$ cat config.mk
export PLATFORM = sky130hd
export DESIGN_NAME = my_pwm_v1_0
export DESIGN_NICKNAME = d
export VERILOG_FILES = /design/src/rtl/my_pwm_v1_0.sv
export SDC_FILE = /design/constraint.sdc
export NUM_CORES = 1
export LEC_CHECK = 0
export ABC_AREA = 1
export BUFFER_PORTS_ARGS = -buffer_cell sky130_fd_sc_hd__clkbuf_2
export CORE_ASPECT_RATIO = 1.25
export CORE_MARGIN = 4
export CORE_UTILIZATION = 47
export DETAILED_ROUTE_END_ITERATION = 10
export PLACE_DENSITY = 0.68
export SLEW_MARGIN = 5
export SYNTH_ARGS = -nofsm -noshare
export SYNTH_HDL_FRONTEND = slang
export SYNTH_SLANG_ARGS = --single-unit
export TNS_END_PERCENT = 10
$ cat constraint.sdc
create_clock -name s00_axi_aclk -period 8.17 [get_ports s00_axi_aclk]
set_input_delay 0.4085 -clock s00_axi_aclk [delete_from_list [all_inputs] [get_ports s00_axi_aclk]]
set_output_delay 0.4085 -clock s00_axi_aclk [all_outputs]
set_load 0.01 [all_outputs]
$ cat src/rtl/my_pwm_v1_0.sv
`timescale 1ns/1ps
// my_pwm_v1_0 - three-channel PWM generator behind an AXI4-Lite slave.
//
// Each channel has a W-bit period counter that runs 0..LIM and wraps, so the
// period is LIM+1 cycles. The channel output is high while cnt < DN. DN and
// LIM are written into shadow registers; a running channel picks them up at
// its period wrap, and a stopped channel picks them up at once.
//
// Register map (byte offset, decoded on addr[5:2]):
//   0x00 CST   [2:0] channel enable, [6:4] IRQ enable (MYPWM_IRQ_EN only)
//   0x04 STAT  [2:0] sticky wrap flags, write-1-to-clear (MYPWM_IRQ_EN only)
//   0x08 DN0   0x0C LIM0   0x10 DN1   0x14 LIM1   0x18 DN2   0x1C LIM2
//   other offsets read 0 and ignore writes.
//
// Optional feature macro: MYPWM_IRQ_EN adds STAT flags, CST[6:4] and irq.
//
// Ports:
//   s00_axi_aclk      single clock for bus and PWM logic
//   s00_axi_aresetn   asynchronous active-low reset
//   s00_axi_aw*/w*/b* AXI4-Lite write address, data and response channels
//   s00_axi_ar*/r*    AXI4-Lite read address and data channels
//   pwm_out[2:0]      registered PWM outputs, bit i = channel i
//   irq               level interrupt, |(STAT & CST[6:4]) (MYPWM_IRQ_EN only)
module my_pwm_v1_0 #(
  parameter int W                    = 12,
  parameter int C_S00_AXI_DATA_WIDTH = 32,
  parameter int C_S00_AXI_ADDR_WIDTH = 6
) (
  input  logic                                s00_axi_aclk,
  input  logic                                s00_axi_aresetn,
  input  logic [C_S00_AXI_ADDR_WIDTH-1:0]     s00_axi_awaddr,
  input  logic [2:0]                          s00_axi_awprot,
  input  logic                                s00_axi_awvalid,
  output logic                                s00_axi_awready,
  input  logic [C_S00_AXI_DATA_WIDTH-1:0]     s00_axi_wdata,
  input  logic [C_S00_AXI_DATA_WIDTH/8-1:0]   s00_axi_wstrb,
  input  logic                                s00_axi_wvalid,
  output logic                                s00_axi_wready,
  output logic [1:0]                          s00_axi_bresp,
  output logic                                s00_axi_bvalid,
  input  logic                                s00_axi_bready,
  input  logic [C_S00_AXI_ADDR_WIDTH-1:0]     s00_axi_araddr,
  input  logic [2:0]                          s00_axi_arprot,
  input  logic                                s00_axi_arvalid,
  output logic                                s00_axi_arready,
  output logic [C_S00_AXI_DATA_WIDTH-1:0]     s00_axi_rdata,
  output logic [1:0]                          s00_axi_rresp,
  output logic                                s00_axi_rvalid,
  input  logic                                s00_axi_rready,
  output logic [2:0]                          pwm_out
`ifdef MYPWM_IRQ_EN
  ,
  output logic                                irq
`endif
);

  localparam int DW = C_S00_AXI_DATA_WIDTH;
  localparam int BW = DW / 8;

`ifdef MYPWM_IRQ_EN
  localparam logic [6:0] CST_MASK = 7'h77;
`else
  localparam logic [6:0] CST_MASK = 7'h07;
`endif

  // Reset: asserted asynchronously, released synchronously
  logic rst_meta;
  logic rst_n_int;

  always_ff @(posedge s00_axi_aclk or negedge s00_axi_aresetn) begin
    if (!s00_axi_aresetn) begin
      rst_meta  <= 1'b0;
      rst_n_int <= 1'b0;
    end else begin
      rst_meta  <= 1'b1;
      rst_n_int <= rst_meta;
    end
  end

  // Register state
  logic [6:0]   cst;
  logic [2:0]   stat;
  logic [W-1:0] dn_sh  [3];
  logic [W-1:0] lim_sh [3];
  logic [W-1:0] dn_act [3];
  logic [W-1:0] lim_act[3];
  logic [W-1:0] cnt    [3];
  logic [2:0]   wrap;

  logic         wr_hs;
  logic         rd_hs;
  logic [3:0]   waddr;
  logic [3:0]   raddr;
  logic [DW-1:0] wr_word;

  // Read view of the register file; fields are zero-extended
  function automatic logic [DW-1:0] reg_rd(input logic [3:0] a);
    logic [DW-1:0] r;
    r = '0;
    case (a)
      4'd0: r[6:0]   = cst;
      4'd1: r[2:0]   = stat;
      4'd2: r[W-1:0] = dn_sh[0];
      4'd3: r[W-1:0] = lim_sh[0];
      4'd4: r[W-1:0] = dn_sh[1];
      4'd5: r[W-1:0] = lim_sh[1];
      4'd6: r[W-1:0] = dn_sh[2];
      4'd7: r[W-1:0] = lim_sh[2];
      default: r = '0;
    endcase
    return r;
  endfunction

  // Byte-lane merge of new write data over the current register value
  function automatic logic [DW-1:0] strb_merge(input logic [DW-1:0] old,
                                               input logic [DW-1:0] din,
                                               input logic [BW-1:0] strb);
    logic [DW-1:0] r;
    r = old;
    for (int b = 0; b < BW; b++) begin
      if (strb[b]) r[b*8 +: 8] = din[b*8 +: 8];
    end
    return r;
  endfunction

  assign waddr = s00_axi_awaddr[5:2];
  assign raddr = s00_axi_araddr[5:2];
  assign wr_hs = s00_axi_awready && s00_axi_awvalid && s00_axi_wvalid;
  assign rd_hs = s00_axi_arready && s00_axi_arvalid;

  always_comb begin
    wr_word = strb_merge(reg_rd(waddr), s00_axi_wdata, s00_axi_wstrb);
  end

  assign s00_axi_bresp = 2'b00;
  assign s00_axi_rresp = 2'b00;

  // Write channel: awready/wready pulse together, response follows next cycle
  always_ff @(posedge s00_axi_aclk or negedge rst_n_int) begin
    if (!rst_n_int) begin
      s00_axi_awready <= 1'b0;
      s00_axi_wready  <= 1'b0;
      s00_axi_bvalid  <= 1'b0;
    end else begin
      s00_axi_awready <= !s00_axi_awready && s00_axi_awvalid && s00_axi_wvalid && !s00_axi_bvalid;
      s00_axi_wready  <= !s00_axi_awready && s00_axi_awvalid && s00_axi_wvalid && !s00_axi_bvalid;
      if (wr_hs)               s00_axi_bvalid <= 1'b1;
      else if (s00_axi_bready) s00_axi_bvalid <= 1'b0;
    end
  end

  // Read channel: rdata samples the pre-write register state on the handshake edge
  always_ff @(posedge s00_axi_aclk or negedge rst_n_int) begin
    if (!rst_n_int) begin
      s00_axi_arready <= 1'b0;
      s00_axi_rvalid  <= 1'b0;
      s00_axi_rdata   <= '0;
    end else begin
      s00_axi_arready <= !s00_axi_arready && s00_axi_arvalid && !s00_axi_rvalid;
      if (rd_hs) begin
        s00_axi_rvalid <= 1'b1;
        s00_axi_rdata  <= reg_rd(raddr);
      end else if (s00_axi_rready) begin
        s00_axi_rvalid <= 1'b0;
      end
    end
  end

  // Register writes (control and shadow registers)
  always_ff @(posedge s00_axi_aclk or negedge rst_n_int) begin
    if (!rst_n_int) begin
      cst <= '0;
      for (int i = 0; i < 3; i++) begin
        dn_sh[i]  <= '0;
        lim_sh[i] <= '0;
      end
    end else if (wr_hs) begin
      case (waddr)
        4'd0: cst       <= wr_word[6:0] & CST_MASK;
        4'd2: dn_sh[0]  <= wr_word[W-1:0];
        4'd3: lim_sh[0] <= wr_word[W-1:0];
        4'd4: dn_sh[1]  <= wr_word[W-1:0];
        4'd5: lim_sh[1] <= wr_word[W-1:0];
        4'd6: dn_sh[2]  <= wr_word[W-1:0];
        4'd7: lim_sh[2] <= wr_word[W-1:0];
        default: ;
      endcase
    end
  end

  always_comb begin
    for (int i = 0; i < 3; i++) begin
      wrap[i] = cst[i] && (cnt[i] == lim_act[i]);
    end
  end

  // Channel counters; active DN/LIM track the shadows while stopped and
  // refresh at each wrap while running
  always_ff @(posedge s00_axi_aclk or negedge rst_n_int) begin
    if (!rst_n_int) begin
      pwm_out <= '0;
      for (int i = 0; i < 3; i++) begin
        cnt[i]     <= '0;
        dn_act[i]  <= '0;
        lim_act[i] <= '0;
      end
    end else begin
      for (int i = 0; i < 3; i++) begin
        if (!cst[i] || wrap[i]) begin
          cnt[i]     <= '0;
          dn_act[i]  <= dn_sh[i];
          lim_act[i] <= lim_sh[i];
        end else begin
          cnt[i] <= cnt[i] + W'(1);
        end
        pwm_out[i] <= cst[i] && (cnt[i] < dn_act[i]);
      end
    end
  end

`ifdef MYPWM_IRQ_EN
  logic [2:0] stat_clr;

  always_comb begin
    stat_clr = '0;
    if (wr_hs && (waddr == 4'd1) && s00_axi_wstrb[0]) stat_clr = s00_axi_wdata[2:0];
  end

  // Sticky wrap flags; a wrap in the same cycle as a clear keeps the flag set
  always_ff @(posedge s00_axi_aclk or negedge rst_n_int) begin
    if (!rst_n_int) begin
      stat <= '0;
      irq  <= 1'b0;
    end else begin
      stat <= (stat & ~stat_clr) | wrap;
      irq  <= |(stat & cst[6:4]);
    end
  end
`else
  assign stat = '0;
`endif

  logic unused_bits;
  assign unused_bits = ^{s00_axi_awprot, s00_axi_arprot,
                         s00_axi_awaddr[1:0], s00_axi_araddr[1:0]};

endmodule

==> summary by stage <==
Outcome
The run finished with clean final reports.

Cells and area
The register cell area after layout is 5109 sq um. For this run, the share of the core covered by cells in the final layout is 52.64%. Leaving out fill and tap cells, the most frequent cells in the layout are nand2_1, nand3_1, dfrtp_1, nor2_1, inv_1.

The number of nets in the final layout is 1578. The area of combinational cells with multiple inputs is 5206 sq um. The final standard cell count with taps included and fillers excluded is 1785. The post-route standard cell area excluding fillers is 12170 sq um. Relative to the synthesized area, the layout overhead comes to 9.799%. The diode insertion count for antenna repair is 0.

The count of filler cells inserted in the layout is 2215. Of the cells placed in the final design, the portion with a size suffix greater than 1 is 9.085%. The leading cell type in the layout, fill and taps excluded is nand2_1.

Synthesis
The unique cell type count in the Yosys netlist is 29. The share of the synthesized area in the top cell type is 46.06%. Synthesis inferred 204 register bits. The post-synthesis area per instance is 7.586 sq um. The number of warning messages in the yosys log is 0. The largest area contributor in the synthesized netlist is dfrtp_1.

The fraction of the yosys area taken by sequential cells is 46.06%. In the post-synthesis netlist, the biggest area contributors are dfrtp_1, nand2_1, nand3_1. The cell area that synthesis handed to floorplanning was 11080 sq um. The cell count after synthesis is 1461.

CTS
The number of setup buffers added after CTS is 0. The CTS buffer count is 23. CTS built an H-tree with a depth of 1. The library cell used as clock root buffer is clkbuf_16. The number of buffers on the longest clock path is 3. The clock latency of the later-clocked register in the worst-skew pair is 0.50 ns. The clock transition at the registers of the reported paths is 0.06 ns. Counting every sink on the clock net gives 204. The CTS tree is yes.

GRT
The total routing usage reported by global routing is 22.19%. The total overflow left after global routing is 0. The via count of the first global-routing pass is 9179.

The pin count of the biggest net entering global routing is 84. The first global-routing pass estimated 47960 um of wire. The initial antenna violation count came to 0.

STA
The hold violation total from the final report is 0. Across all setup checks in the final design, the least slack found is 5.751 ns. Adding up every negative setup slack in the final design gives 0 ns. The total count of max-transition violations in the final report is 0.

Hold timing on the final database bottoms out at a slack of 0.09162 ns. Between clock sinks in the finished design, the worst skew comes to 0.01355 ns. Subtracting the final worst setup slack from the clock period gives 2.419 ns. The upper clock frequency limit is 0.4134 GHz. Setup repair after global routing left no endpoint under its margin. Setup violations remaining at the end of the flow were counted as 0. In the finished design, the share of the clock period the worst path needs comes to 29.61%.

At the pin with the least slew margin, the transition time is 1.038 ns. Headroom to the max-slew limit came out at 30.80%.

Critical path
At the worst endpoint, the required time is 8.61 ns. The worst setup path is captured at a flop. The critical path startpoint category is a flop. Of all nets on the critical path, the largest fanout is 36.

By startpoint and endpoint, the worst setup path is classified as flop to flop. The endpoint arrival time on the critical path is 2.86 ns. Setup slack on the worst reg-to-reg path comes out at 5.75 ns.

Route
The routed wire length per instance is 16.51 um. The number of vias per cell after detailed routing is 5.299. The count of routing violations after the opening detailed-route iteration is 771. The count of nets left with antenna violations once routing finished came out at 0.

The routed design has 29480 um of wire. The first detailed-routing pass took 7 iterations. The final route contains 9458 vias. After detailed routing, the number of remaining DRC violations is 0.

Pwr
The power density normalized to cell area is 199.3 nW/um^2. The overall power is 2.426 mW. The peak ir drop on the vdd network is 0.0001556 V. Summed over all cells, the static leakage comes to 6.437 nW.

Placed design
At the end of routability-driven placement, the weighted congestion stood at 0.9131. The number of port buffers is 48. The placed cell area is 11340 sq um. The pre-CTS setup slack is 5.358 ns. The number of cells in the design after placement is 1743.

The placed wire-length estimate is 20580 um.

Floorplan
The floorplan step defined a die boundary enclosing 26120 sq um. In this run the vertical extent of the chip is 179.7 um. The x dimension of the die is 145.4 um.

The row count is 62. For this configuration, the core starts out at a cell density of 47.94%. The total area inside the core boundary comes to 23120 sq um. The top-level I/O count is 105.

Job
The max-capacitance violation count is 0.

Hold path
The type of the tightest min-delay check is input port to flop.
[registers in the layout, indices dropped and copies added, names as in the netlist]
register and count:
cnt 36, cst 3, dn_act 36, dn_sh 36
lim_act 36, lim_sh 36, pwm_out 3, rst_meta 1
rst_n_int 1, s00_axi_arready 1, s00_axi_bvalid 1, s00_axi_rdata 12
s00_axi_rvalid 1, s00_axi_wready 1
[cell families after synthesis]
group / Yosys count / synth area share (%)
compound gates: 59 / 2.698
simple gates: 919 / 34.78
fa+ha+maj: 36 / 4.064
other cells: 2 / 0.06776
flops: 204 / 46.06
buf+inv: 183 / 7.744
xor+xnor: 58 / 4.583
[where the power goes]
part           internal (mW)  switching, mW
logic                 0.0586          0.172
registers               1.05         0.0429
clock network          0.681          0.424
total                   1.79          0.639
[routing by layer]
layer | vias to the layer above | global-route usage [%] | wire length (um)
met3 | 70 | 2.670 | 1769
met4 | 0 | 7.298 | 1073
met1 | 4484 | 30.06 | 12690
met5 | - | 0 | 0
li1 | 4604 | - | -
met2 | 300 | 37.28 | 13950
[timing repair]
item	in CTS	in global routing
hold buffers	1	0
endpoints found under the hold margin	2	0
gates resized for setup	0	0
[Yosys cell counts]
cell type  count
dfrtp_1      204
conb_1         2
or2_1          1
inv_1         92
nand3_1      207
buf_2         29
and3_1         1
nand2_1      572
inv_2          6
nor2_2         5
nor3_2         1
nor2_4         3
buf_6          3
buf_1          2
a21oi_1       23
or2_2          4
nor2_1        92
nor3_1         6
clkbuf_1      21
ha_1          36
o21ai_1        1
a31oi_1        3
nand2_2       16
xor2_1        21
nand3_2        4
o21ai_0       32
nand4_1        7
buf_4         30
xnor2_1       37
[worst paths after layout]
path | start | to | depth (start not counted)
min reg2reg | rst_n_int$_DFF_PN0_ | cnt[9]$_DFF_PN0_ | 0
min | s00_axi_bready | s00_axi_bvalid$_DFFE_PN0P_ | 2
max reg2reg | cnt[12]$_DFF_PN0_ | lim_act[22]$_DFFE_PN0N_ | 7
max in group asynchronous | rst_n_int$_DFF_PN0_ | s00_axi_rdata[6]$_DFFE_PN0P_ | 1
min in group asynchronous | s00_axi_aresetn | rst_n_int$_DFF_PN0_ | 2
max | cnt[12]$_DFF_PN0_ | lim_act[22]$_DFFE_PN0N_ | 7
[area by class of cell]
class / instances / share of cell area, %
Timing Repair Buffer: 57 / 2.550
Multi-Input combinational cell: 1097 / 42.78
Clock buffer: 28 / 5.213
Tap cell: 288 / 2.961
Inverter: 98 / 3.023
Sequential cell: 204 / 41.98
Clock inverter: 13 / 1.491
[critical path, stage by stage, from the launching register on]
cell     delay, ns
dfrtp_1       0.43
xnor2_1       0.23
nand3_1       0.10
nor2_1        0.15
nand3_2       0.45
nand2_2       0.73
nand2_1       0.15
nand2_1       0.10
Power figures use the tool's default switching activity.
